### config.mk
export PLATFORM = sky130hd
export DESIGN_NAME = stream_multiplexer_rr
export DESIGN_NICKNAME = d
export VERILOG_FILES = /design/src/rtl/stream_mux_pkg.sv /design/src/rtl/rr_arbiter.sv /design/src/rtl/stream_multiplexer_rr.sv
export SDC_FILE = /design/constraint.sdc
export NUM_CORES = 1
export LEC_CHECK = 0
export ABC_AREA = 1
export BUFFER_PORTS_ARGS = -buffer_cell sky130_fd_sc_hd__buf_2
export CAP_MARGIN = 20
export CORE_MARGIN = 3
export CORE_UTILIZATION = 50
export DETAILED_ROUTE_END_ITERATION = 12
export PLACE_DENSITY = 0.85
export SYNTH_ARGS = -nofsm -noshare
export SYNTH_HDL_FRONTEND = slang
export SYNTH_SLANG_ARGS = --single-unit
### constraint.sdc
create_clock -name clk -period 3.4 [get_ports clk]
set_input_delay 0.34 -clock clk [delete_from_list [all_inputs] [get_ports clk]]
set_output_delay 0.34 -clock clk [all_outputs]
set_load 0.05 [all_outputs]
### src/rtl/stream_mux_pkg.sv
// rtl/stream_mux_pkg.sv - shared defaults and width helper for the round-robin stream multiplexer
package stream_mux_pkg;

  localparam int default_bitwidth = 8;
  localparam int default_inputs   = 4;

  // Index fields must stay at least one bit wide, even for a single source.
  function automatic int clog2_min1(input int n);
    return (n <= 1) ? 1 : $clog2(n);
  endfunction

endpackage

### src/rtl/rr_arbiter.sv
// rtl/rr_arbiter.sv - round-robin arbiter: priority pointer, wrapping search, one-hot and index grant
module rr_arbiter
  import stream_mux_pkg::*;
#(
  parameter int n = default_inputs,
  parameter int w = clog2_min1(n)
) (
  input  logic         clk,
  input  logic         rst,
  input  logic [n-1:0] request,
  input  logic         advance,
  output logic [n-1:0] grant_onehot,
  output logic [w-1:0] grant_idx,
  output logic         grant_valid
);

  logic [w-1:0] last_grant;

  // Pointer resets to the top index so source 0 is searched first.
  always_ff @(posedge clk) begin
    if (rst) begin
      last_grant <= w'(n - 1);
    end else if (advance && grant_valid) begin
      last_grant <= grant_idx;
    end
  end

  // Search order is last_grant+1, last_grant+2, ... modulo n; the first requester wins.
  always_comb begin
    grant_onehot = '0;
    grant_idx    = '0;
    grant_valid  = 1'b0;
    for (int k = 1; k <= n; k++) begin
      for (int j = 0; j < n; j++) begin
        if (!grant_valid && request[j] && (j == (int'(last_grant) + k) % n)) begin
          grant_valid     = 1'b1;
          grant_onehot[j] = 1'b1;
          grant_idx       = w'(j);
        end
      end
    end
  end

endmodule

### src/rtl/stream_multiplexer_rr.sv
// rtl/stream_multiplexer_rr.sv - merges valid/ready streams round-robin into one registered output
module stream_multiplexer_rr
  import stream_mux_pkg::*;
#(
  parameter int in_bitwidth = default_bitwidth,
  parameter int in_inputs   = default_inputs,
  parameter int log2ofin    = clog2_min1(in_inputs)
) (
  input  logic                   clk,
  input  logic                   rst,
  input  logic [in_bitwidth-1:0] in_data [in_inputs],
  input  logic [in_inputs-1:0]   in_valid,
  output logic [in_inputs-1:0]   in_ready,
  output logic [in_bitwidth-1:0] out_data,
  output logic [log2ofin-1:0]    out_sel,
  output logic                   out_valid,
  input  logic                   out_ready
);

  logic                   load_en;
  logic                   accept;
  logic [in_inputs-1:0]   grant_onehot;
  logic [log2ofin-1:0]    grant_idx;
  logic                   grant_valid;
  logic [in_bitwidth-1:0] sel_data;

  assign load_en  = !out_valid || out_ready;
  assign accept   = load_en && !rst;
  assign in_ready = accept ? grant_onehot : '0;

  rr_arbiter #(
    .n (in_inputs),
    .w (log2ofin)
  ) u_arb (
    .clk          (clk),
    .rst          (rst),
    .request      (in_valid),
    .advance      (accept),
    .grant_onehot (grant_onehot),
    .grant_idx    (grant_idx),
    .grant_valid  (grant_valid)
  );

  // AND-OR mux on the one-hot grant keeps indexing inside the source array.
  always_comb begin
    sel_data = '0;
    for (int i = 0; i < in_inputs; i++) begin
      if (grant_onehot[i]) sel_data = sel_data | in_data[i];
    end
  end

  always_ff @(posedge clk) begin
    if (rst) begin
      out_valid <= 1'b0;
      out_data  <= '0;
      out_sel   <= '0;
    end else if (load_en) begin
      if (grant_valid) begin
        out_valid <= 1'b1;
        out_data  <= sel_data;
        out_sel   <= grant_idx;
      end else begin
        out_valid <= 1'b0;
      end
    end
  end

endmodule

Word level (Yosys, flattened, before mapping)
Index checks and enable logic that the tools add are counted.
- reduce and logical (&&, ||, !) cells: 60
- add/subtract/negate cells: 4
- eq/ne operators: 12
- bitwise logic cells: 7
- muxes and demuxes: 52
- operators with widths (operator ; number):
    32-bit zero test ; 4
    1-bit logical AND ; 33
    1-bit 2-to-1 mux ; 33
    8-bit 2-to-1 mux ; 4
    2-bit 2-to-1 mux ; 14
    3-bit equality test, first input constant ; 8
    8-bit bitwise OR ; 3
    1-bit zero test ; 17
    2-bit by 3-bit equality test with 1-bit output, first input constant ; 4
    2-bit OR reduction ; 4
    2-bit by 1-bit adder with 2-bit output, second input constant ; 2
    2-bit adder, second input constant ; 2
    1-bit AND, first input constant ; 4
    4-bit 2-to-1 mux ; 1
    2-bit AND reduction ; 1
    1-bit logical OR ; 1
- word-level logic and storage cells: 139
- register bits after elaboration: 13
- output and inout port bits: 15
- input bits: 39

Longest topological paths before layout
Gate-level depths: netlist (run 1).
- depth after elaboration: 67
- depth in mapped cells: 17
- mapped depth without buffers: 17

Cells and area by module
A second synthesis (run 1) with hierarchy kept.
- cell total of the unflattened synthesis: 239
- area, all modules: 1283.7 µm²
- modules (own cells, without submodules) (module ; times used ; area an instance (µm²) ; cells an instance):
    stream_multiplexer_rr ; 1 ; 780.7 ; 152
    rr_arbiter ; 1 ; 503.0 ; 87

Worst setup path after synthesis (run 1)
No wires, ideal clock.
- kind: register to output
- start: register u_arb.last_grant[0]
- end: output port in_ready[3]
- setup slack: 729 ps
- stages on the path, launching flop included: 13
- arrival time: 2331 ps
- data required time: 3060 ps
- cell sequence: dfxtp_1 -> nor2_1 -> nand2_2 -> nand3_2 -> nor2_4 -> nand4_4 -> nor2_4 -> nand4_4 -> nor2_4 -> nand2_2 -> nor2_4 -> nand3_2 -> a21oi_1
- word-level cells in the longest chain between the ends: 67
- elaborated cells between the ends (all ways): 94
- RTL lines (element ; RTL line ; RTL):
    from (decl) ; rr_arbiter.sv:17 ; logic [w-1:0] last_grant;
    from (signal assigned) ; rr_arbiter.sv:22 ; last_grant <= w'(n - 1);
    from (signal assigned) ; rr_arbiter.sv:24 ; last_grant <= grant_idx;
    2-bit by 1-bit adder with 2-bit output ; rr_arbiter.sv:35 ; if (!grant_valid && request[j] && (j == (int'(last_grant) + k) % n)) begin
    2-bit OR reduction (no line) ; n/a ;
    1-bit AND (no line) ; n/a ;
    32-bit zero test ; rr_arbiter.sv:35 ;
    1-bit logical AND ; rr_arbiter.sv:35 ;
    1-bit 2-to-1 mux ; rr_arbiter.sv:35 ;
    1-bit zero test ; rr_arbiter.sv:35 ;
    1-bit logical AND (2 in a row) ; rr_arbiter.sv:35 ;
    (+48 left out) ; n/a ;
    1-bit 2-to-1 mux ; rr_arbiter.sv:35 ;
    1-bit zero test ; rr_arbiter.sv:35 ;
    1-bit logical AND (2 in a row) ; rr_arbiter.sv:35 ;
    1-bit 2-to-1 mux ; rr_arbiter.sv:35 ;
    1-bit zero test ; rr_arbiter.sv:35 ;
    1-bit logical AND (2 in a row) ; rr_arbiter.sv:35 ;
    1-bit 2-to-1 mux (*) ; rr_arbiter.sv:35 ;
    4-bit 2-to-1 mux (*) ; stream_multiplexer_rr.sv:29 ; assign in_ready = accept ? grant_onehot : '0;
    to (decl) ; stream_multiplexer_rr.sv:13 ; output logic [in_inputs-1:0] in_ready,
Every way passes the cells marked *; elsewhere a longest branch is shown, timed or not.

Final worst setup path (run 1)
Ends and elaborated chain as after synthesis.

==> results of run 1 <==
[cell usage after synthesis (all sizes together)]
cell type / instances / area (sq um)
nor2: 26 / 130.1
inv: 28 / 105.1
dfxtp: 13 / 260.3
nand2: 86 / 335.3
nand4: 6 / 73.82
a21oi: 17 / 96.35
nand3: 12 / 82.58
a21o: 1 / 7.510
o21ai: 2 / 10.01
or2: 1 / 6.260
nor3: 3 / 15.01
buf: 1 / 20.02
clkinv: 1 / 3.750
[through the flow]
| step | util (%) | hold WS [ps] | worst slack, ps | cell area, sq um |
|---|---|---|---|---|
| after floorplan | - | 409.1 | 728.9 | 1146 |
| after global placement | 69.11 | 432.3 | 938.1 | 1425 |
| after detailed placement | 69.11 | 436.3 | 916.0 | 1425 |
| after CTS | 70.39 | 292.6 | 611.1 | 1451 |
| after global routing | 70.39 | 307.2 | 399.4 | 1451 |
| final | 70.39 | 307.9 | 597.6 | 1451 |
[flip-flops by register name, indices dropped and copies added (netlist names)]
name and count:
u_arb.last_grant 2, out_valid 1, out_sel 2, out_data 8
[per-layer routing]
layer,part of all wire (%),vias to the layer above
met5,0,-
met4,1.8,0
met3,6.8,5
met2,44,40
met1,48,563
li1,-,727
[layout make-up]
| cell class | count | area share (%) |
|---|---|---|
| tap | 27 | 2.328 |
| clock buffer | 4 | 1.810 |
| timing repair buffer | 53 | 18.28 |
| multi-input combinational | 154 | 52.16 |
| sequential | 13 | 17.93 |
| inverter | 29 | 7.500 |
[cells by family (layout without fill, tap and decap cells)]
family,Yosys count,after routing
AOI/OAI and AO/OA,20,20
buffers and inverters,30,86
DFF,13,13
and+or+nand+nor,134,134
[worst max-delay path: stages, from the launching register on]
cell	delay (ps)
dfxtp_1	450
nor2_1	140
nand2_2	100
nand3_2	80
nor2_4	120
nand4_4	100
nor2_4	150
nand4_4	100
nor2_4	150
nand2_2	80
nor2_4	120
nand3_2	130
a21oi_1	180
buf_2	290
[worst max path at each step]
stage | slack [ps] | start | endpoint | cells after the start
final | 600 | u_arb.last_grant[0]$_SDFFE_PP1P_ | in_ready[3] | 13
after global routing | 400 | u_arb.last_grant[0]$_SDFFE_PP1P_ | in_ready[2] | 12
after CTS | 610 | u_arb.last_grant[0]$_SDFFE_PP1P_ | in_ready[3] | 13
after detailed placement | 920 | in_valid[2] | in_ready[3] | 13
after global placement | 940 | in_valid[2] | in_ready[3] | 13
after floorplan | 730 | u_arb.last_grant[0]$_SDFFE_PP1P_ | in_ready[3] | 12
[power groups by stage]
stage	registers, mW	clock network [mW]	logic, mW
floorplan	0.319	0	0.318
global placement	0.213	0	0.539
detailed placement	0.215	0	0.540
CTS	0.211	0.0968	0.542
global route	0.216	0.101	0.603
finish	0.211	0.0906	0.541
==> out/metrics.yaml, run 1 <==
status: "finished clean"
intPower_mw: 0.3946
synth_area_per_cell_sq_um: 5.818
crit_type: "reg -> out"
p_seq_share_pct: 25.1
synthCells: 197
dieArea_sq_um: 2903
fill_cells: 186
synth-seq-cells: 13
area_growth_pct: 26.64
hpwlAfterDp_microns: 2435
multi_input_area_sq_um: 757.0
rows: 16
worst_setup_path_end_kind: "primary output"
tightest_slew_ps: 429.0
rsz0062_at_grt: "false"
cts_max_level: 1
crit_path_start_kind: "flop"
grt-busiest-layer: "met2"
cp.required_ps: 3060
die_h_microns: 53.88
fin_nets: 293
rr_startpoint: "u_arb.last_grant[0]$_SDFFE_PP1P_"
layout_commonest_cell: "nand2_1"
synth-adder-area-share_pct: 0
drt_pass1_iterations: 4
critical_path_arrival_ps: 2460
swShare_pct: 53.21
synth_compound_area_share_pct: 9.934
track_usage_pct: 21.75
synth_area_sq_um: 1146
core_sq_um: 2062
grtUsageMet3_pct: 2.216
min_period_ps: 2802
setup_violations: 0
min_path_type: "in -> reg"
clock_skew_ps: 1.090
antenna_found_initial: 0
cts_hold_buf: 0
finalCritPeriodShare_pct: 82.42
synth_top_family_by_area: "simple AND/OR/NAND/NOR gates"
wl_per_cell_microns: 10.35
r2r-end: "u_arb.last_grant[1]$_SDFFE_PP1P_"
ios: 54
grt_pass1_vias: 1095
clkTransAtPathRegs_ps: 70
combPwrFrac_pct: 64.2
ys_seq_area_share_pct: 22.71
gp_congestion: 0.9105
fmax_mhz: 356.8
dp.cells: 276
muxShareOfSynthArea_pct: 0
irDropWorstVdd_v: 0.0004562
drc_errors: 0
die_x_microns: 53.88
min_from: "rst"
start_util_pct: 55.58
maxSlewHeadroom_pct: 71.18
max_cap_violations: 0
drt-total-wl_microns: 2898
num_vias: 1335
synth_fp_nets: 236
power_frac_clock_pct: 10.7
r2r_slack_ps: 1190
min_to: "out_valid$_SDFFE_PP0N_"
cts.path.max_buffers: 2
path_max_fanout: 7
total_power_mw: 0.8435
synth-xor-area-share_pct: 0
final_cell_mix: "83 x nand2_1, 53 x buf_2, 26 x inv_1"
cts_setup_buffers: 0
p_per_area_nw_per_um2: 581.2
min_delay_path_depth: 2
insertion_delay_ps: 270
synth.distinct_cells: 23
globalRoute.totalOverflow: 0
leakagePower_nw: 0.8789
setup_tns_ps: 0
clock-root-buffer: "clkbuf_4"
drive_above_1_share_pct: 29.25
drv_slew: 0
antennaDiodeCount: 0
met1_usage_pct: 30.94
ys_warn_count: 0
initialDrtViolationCount: 32
portBuffers: 53
hold_violations: 0
yosys.area_share.simple_pct: 56.11
cts_buffers: 3
grt.met2_usage_pct: 32.26
vias_per_cell: 4.768
regArea_sq_um: 260.3
grt_pass1_wl_microns: 4705
ant_nets: 0
cts_sinks: 13
switching_power_mw: 0.4488
grt_max_degree: 11
cts_tree: "built"
ctsResizeCount: 0
fin_cells: 280
ff2ff_path_depth: 13
(Power assumes the default switching activity.)
==> inputs of run 2 (changes only) <==
- CORE_UTILIZATION: 50 -> 42
- PLACE_DENSITY: 0.85 -> 0.76
- clock period: 3.4 -> 2.45 ns (I/O delays scaled with it)
==> run 2 against run 1 <==
Net effect: sequential share of layout area down 1.1 points; clock skew about the same; largest cell class unchanged; worst setup slack worse by 460 ps; utilization down 7.9 points; flip-flop and latch count unchanged; first-iteration DRC count up 9.4%; global-route usage down 3.8 points; highest routed layer unchanged; critical endpoint unchanged; total power up 49%; cell count up 4.3%; wire length up 8.2%; die area up 17%.
==> out/metrics.yaml, run 2 (synthesis gave the netlist of run 1 again) <==
status: "finished clean"
cts_sinks: 13  # unchanged
gp_congestion: 0.8805  # -3.3%
tightest_slew_ps: 380.7  # -48.32 ps
cts_buffers: 3  # unchanged
area_growth_pct: 38.65
clock-root-buffer: "clkbuf_4"
cts_hold_buf: 0  # unchanged
drt-total-wl_microns: 3135  # +8.2%
drive_above_1_share_pct: 35.50  # +6.2 points
top_regs: "out_data (8), out_sel (2), u_arb.last_grant (2)"
min_period_ps: 2313
final_cell_mix: "82 x nand2_1, 49 x buf_2, 25 x inv_1"
p_seq_share_pct: 24.0  # -1.1 points
antennaDiodeCount: 0  # unchanged
hpwlAfterDp_microns: 2537  # +4.2%
portBuffers: 53  # unchanged
fin_nets: 302  # +3.1%
vias_per_cell: 4.733  # -0.73%
globalRoute.totalOverflow: 0  # unchanged
clock_skew_ps: 0.8360  # -0.2543 ps
cts_max_level: 1  # unchanged
cts.path.max_buffers: 2  # unchanged
crit_path_start_kind: "flop"
rr_startpoint: "u_arb.last_grant[0]$_SDFFE_PP1P_"
cts_tree: "built"
core_sq_um: 2545  # +23%
switching_power_mw: 0.6528  # +45%
fmax_mhz: 432.3
intPower_mw: 0.6009  # +52%
clkTransAtPathRegs_ps: 70  # about the same
regMostFlops: "out_data"
rsz0062_at_grt: "true"
grt_pass1_vias: 1215  # +11%
start_util_pct: 45.03  # -11 points
hold_violations: 0  # unchanged
cp.required_ps: 2200  # -860 ps
worst_setup_path_end_kind: "primary output"
drt_pass1_iterations: 4  # unchanged
ant_nets: 0  # unchanged
swShare_pct: 52.07  # -1.1 points
path_max_fanout: 7  # unchanged
met1_length_microns: 1417  # +2.6%
cp-startpoint: "u_arb.last_grant[0]$_SDFFE_PP1P_"
track_usage_pct: 17.94  # -3.8 points
wl_per_cell_microns: 10.74  # +3.7%
ios: 54  # unchanged
top_layer: "met4"
grt_pass1_wl_microns: 4857  # +3.2%
num_vias: 1382  # +3.5%
insertion_delay_ps: 270  # about the same
drc_errors: 0  # unchanged
layout_commonest_cell: "nand2_1"
min_path_type: "in -> reg"
initialDrtViolationCount: 35  # +9.4%
grt_max_degree: 11  # unchanged
dieArea_sq_um: 3391  # +17%
irDropWorstVdd_v: 0.0005890  # +29%
maxSlewHeadroom_pct: 74.48  # +3.3 points
finalCritPeriodShare_pct: 94.42
largest_reg_flops: 8  # unchanged
combPwrFrac_pct: 65.9  # +1.7 points
setup_violations: 0  # unchanged
drv_slew: 0  # unchanged
die_h_microns: 58.24  # +8.1%
total_power_mw: 1.254  # +49%
max_cap_violations: 0  # unchanged
rows: 18  # +2
p_per_area_nw_per_um2: 789.0  # +36%
antenna_found_initial: 0  # unchanged
leakagePower_nw: 0.9245  # +5.2%
die_x_microns: 58.24  # +8.1%
wl_met2_microns: 1459  # +15%
min_from: "rst"
wl_met3_microns: 191  # -3.5%
setup_tns_ps: 0  # unchanged
power_frac_clock_pct: 10.1  # -0.6 points
critical_path_arrival_ps: 2070  # -390 ps
crit_type: "reg -> out"
## run 2: cell types whose count changed in the layout (fill, tap and decap cells not counted), moves of 2 or more
cell / before / now
dfxtp_1: 13 / 11
nor3_1: 3 / 1
buf_2: 53 / 49
a21oi_1: 16 / 14
buf_4: 0 / 12
nor3_2: 0 / 2
dfxtp_4: 0 / 2
## run 2: routing by layer
layer / vias up / GRT usage [%]
met2: 44 / 29.35
li1: 746 / -
met3: 10 / 2.673
met4: 0 / 7.947
met5: - / 0
met1: 582 / 23.22
## run 2: power groups by stage
stage,logic [mW],clock network [mW],registers (mW)
2_1_floorplan,0.445,0,0.442
3_3_place_gp,0.767,0,0.295
3_5_place_dp,0.764,0,0.296
4_1_cts,0.801,0.131,0.298
5_1_grt,0.910,0.139,0.307
6_report,0.826,0.127,0.301
## run 2: area by class of cell
cell class / count / area (sq um)
clock buffer: 4 / 26.28
fill: 253 / 955.9
inverter: 29 / 111.4
multi-input combinational: 154 / 799.5
sequential: 13 / 267.8
tap: 30 / 37.54
timing repair buffer: 62 / 346.6
## run 2: repair_timing
action | in CTS | in global routing
setup buffers | 4 | 2
resized for setup | 10 | 11
endpoints found under the setup margin | 3 | 4
cloned | 0 | 0
endpoints found under the hold margin | 0 | 0
pin swaps | 5 | 6
## run 2: metrics by stage
step | cell area (sq um) | cells | utilization (%) | setup slack [ps] | hold WS (ps)
after floorplan | 1154 | 197 | - | 74.59 | 314.1
after global placement | 1459 | 282 | 57.33 | 147.3 | 436.1
after detailed placement | 1459 | 282 | 57.33 | 82.88 | 437.6
after CTS | 1544 | 290 | 60.67 | 23.60 | 210.0
after global routing | 1589 | 292 | 62.44 | -33.02 | 213.2
final | 1589 | 292 | 62.44 | 136.8 | 215.8
## run 2: worst paths after layout
kind                                                         end  slack, ps  cells past startpoint
worst max-delay path                                 in_ready[3]        140                     13
worst max register to register  u_arb.last_grant[1]$_SDFFE_PP1P_        310                     14
worst min register to register          out_data[5]$_SDFFE_PP0P_        450                      2
worst min-delay path                      out_valid$_SDFFE_PP0N_        220                      2
## run 2: critical path, cell delays in order, from the launching register on
cell and delay (ps):
dfxtp_4 390, nor2_2 70, nand2_2 90, nand3_2 90, nor2_4 120, nand4_4 100, nor2_4 140, nand4_4 110
nor2_4 130, nand2_2 70, nor2_4 110, nand3_4 80, a21oi_4 130, buf_6 170
==> inputs of run 3 (changes only) <==
- ABC_AREA: 1 -> unset
- CORE_UTILIZATION: 42 -> 38
- PLACE_DENSITY: 0.76 -> 0.74
==> run 3 against run 2 <==
Net effect: register-to-register slack gained 460 ps; sequential share of layout area grew 5.4 points; utilization shrank 6.9 points; clock-buffer cell count is the same; synthesized area shrank 22%; critical path depth shrank 9; sequential power shrank 15%; clock skew grew 12 ps; clock power grew 13%; non-clock buffer count shrank 7; maximum frequency grew 12%; hold slack lost 27 ps; critical endpoint is now in_ready[0]; largest power group unchanged.
==> out/metrics.yaml, run 3 <==
fill_cells: 211  # -17%
cts_hold_buf: 0  # unchanged
hold-worst-slack_ps: 189.3  # -26.57 ps
min_to: "out_data[4]$_SDFFE_PP0P_"
cts_setup_buffers: 0  # -4
regMostFlops: "out_data"
top_regs: "out_data (8), out_sel (2), u_arb.last_grant (2)"
synth_area_sq_um: 899.6  # -22%
synth_area_per_cell_sq_um: 7.961  # +37%
async_flop_share_pct: 0  # unchanged
rsz0062_at_grt: "false"
drt_pass1_iterations: 4  # unchanged
synth_top_area_share_pct: 28.93  # +1.7 points
p_per_area_nw_per_um2: 575.2  # -27%
antenna_found_initial: 0  # unchanged
worst_setup_path_end_kind: "primary output"
ys_seq_area_share_pct: 28.93  # +6.2 points
grt_pass1_vias: 985  # -19%
crit_type: "reg -> out"
num_vias: 1080  # -22%
ios: 54  # unchanged
synth_top_area_cell: "dfxtp_1"
cts.path.max_buffers: 2  # unchanged
maxSlewHeadroom_pct: 72.34  # -2.1 points
rr_startpoint: "u_arb.last_grant[1]$_SDFFE_PP1P_"
antennaDiodeCount: 0  # unchanged
cts_tree: "built"
fin_util_pct: 55.54  # -6.9 points
critical_path_arrival_ps: 1830  # -240 ps
core_sq_um: 2102  # -17%
fmax_mhz: 482.6  # +12%
start_util_pct: 42.80  # -2.2 points
min_period_ps: 2072  # -241.0 ps
die_x_microns: 54.66  # -6.1%
hpwlAfterDp_microns: 2064  # -19%
grt_max_degree: 20  # +9
hold_violations: 0  # unchanged
r2r-end: "u_arb.last_grant[0]$_SDFFE_PP1P_"
cts_max_level: 1  # unchanged
drv_slew: 0  # unchanged
ff2ff_path_depth: 4  # -10
grt_pass1_wl_microns: 4353  # -10%
yosys-top-cells-area: "dfxtp_1 29%, nand3_1 8.9%, o2111ai_1 7.8%"
finalWorstSetupSlack_ps: 377.8  # +241.0 ps
clock-root-buffer: "clkbuf_4"
wl_per_cell_microns: 15.25  # +42%
path_max_fanout: 11  # +4
gp_congestion: 0.8079  # -8.2%
cts_buffers: 3  # unchanged
stdcell_area_sq_um: 1167  # -27%
cp.required_ps: 2200  # about the same
drt-total-wl_microns: 2851  # -9.1%
setup_violations: 0  # unchanged
finalCritPeriodShare_pct: 84.58  # -9.8 points
yosysMostFrequentCell: "nand3_1"
fin_nets: 200  # -34%
setup_tns_ps: 0  # unchanged
vias_per_cell: 5.775  # +22%
synth.distinct_cells: 30  # +30%
fin_cells: 187  # -36%
irDropWorstVdd_v: 0.0002698  # -54%
total_power_mw: 0.6715  # -46%
clock_skew_ps: 13.03  # +12.20 ps
tightest_slew_ps: 414.9  # +34.22 ps
synth.top_cells.by_count: "16 x nand3_1, 13 x dfxtp_1, 9 x nor2_1"
synth_edf_count: 0  # unchanged
leakagePower_nw: 0.5489  # -41%
clkTransAtPathRegs_ps: 100  # +30 ps
min_path_type: "in -> reg"
ctsResizeCount: 0  # -10
portBuffers: 53  # unchanged
ys_warn_count: 0  # unchanged
ant_nets: 0  # unchanged
largest_reg_flops: 8  # unchanged
dieArea_sq_um: 2987  # -12%
min_delay_path_depth: 3  # +1
die_h_microns: 54.66  # -6.1%
crit_path_start_kind: "flop"
dp.cells: 183  # -35%
synth-seq-cells: 13  # unchanged
pre_cts_slack_ps: 640.1  # +557.2 ps
max_cap_violations: 0  # unchanged
layout_commonest_cell: "buf_2"
initialDrtViolationCount: 28  # -20%
insertion_delay_ps: 290  # +20 ps
synth_fp_nets: 152  # -36%
status: "finished clean"
ys.flop_type: "dfxtp_1"
final_cell_mix: "53 x buf_2, 16 x nand3_1, 13 x dfxtp_1"
synthCells: 113  # -43%
r2r_slack_ps: 770  # +460 ps
track_usage_pct: 19.78  # +1.8 points
cts_sinks: 13  # unchanged
drive_above_1_share_pct: 37.50  # +2.0 points
place_area_sq_um: 1141  # -22%
rows: 16  # -2
drc_errors: 0  # unchanged
globalRoute.totalOverflow: 0  # unchanged
min_from: "in_data[12]"
area_growth_pct: 29.76
[run 3: layer usage]
| metal | vias up | GRT usage, % | wire length, microns |
|---|---|---|---|
| met5 | - | 0 | 0 |
| met4 | 0 | 7.054 | 45 |
| met3 | 7 | 1.635 | 202 |
| met2 | 58 | 33.86 | 1361 |
| met1 | 480 | 25.49 | 1242 |
| li1 | 535 | - | - |
[run 3: final cells by class]
class,count,area [sq um],share of cell area (%)
multi-input combinational,86,559.3,47.91
timing repair buffer,55,280.3,24.01
sequential,13,260.3,22.29
tap,27,33.78,2.894
clock buffer,4,26.28,2.251
inverter,2,7.507,0.6431
[run 3: critical path, cell delays in order, from the launching register on]
cell and delay (ps):
dfxtp_1 330, nand2b_1 290, and4b_1 480, and2_1 180, buf_2 250
[run 3: cells by family after synthesis]
kind of cell	share of synthesized area, %
compound gates	37.69
simple gates	24.48
buf+inv	8.900
flops	28.93
[run 3: how the worst max path moves through the flow]
stage / from / endpoint / slack, ps
floorplan: out_valid$_SDFFE_PP0N_ / in_ready[1] / 410
global placement: out_ready / in_ready[0] / 700
detailed placement: out_ready / in_ready[0] / 640
CTS: out_valid$_SDFFE_PP0N_ / in_ready[0] / 390
global route: out_valid$_SDFFE_PP0N_ / in_ready[0] / 290
finish: out_valid$_SDFFE_PP0N_ / in_ready[0] / 380
[run 3: where the power goes]
part	total, mW	internal (mW)	switching (mW)
registers	0.256	0.238	0.0173
logic	0.273	0.0878	0.185
clock network	0.143	0.0633	0.0797
total	0.672	0.389	0.282
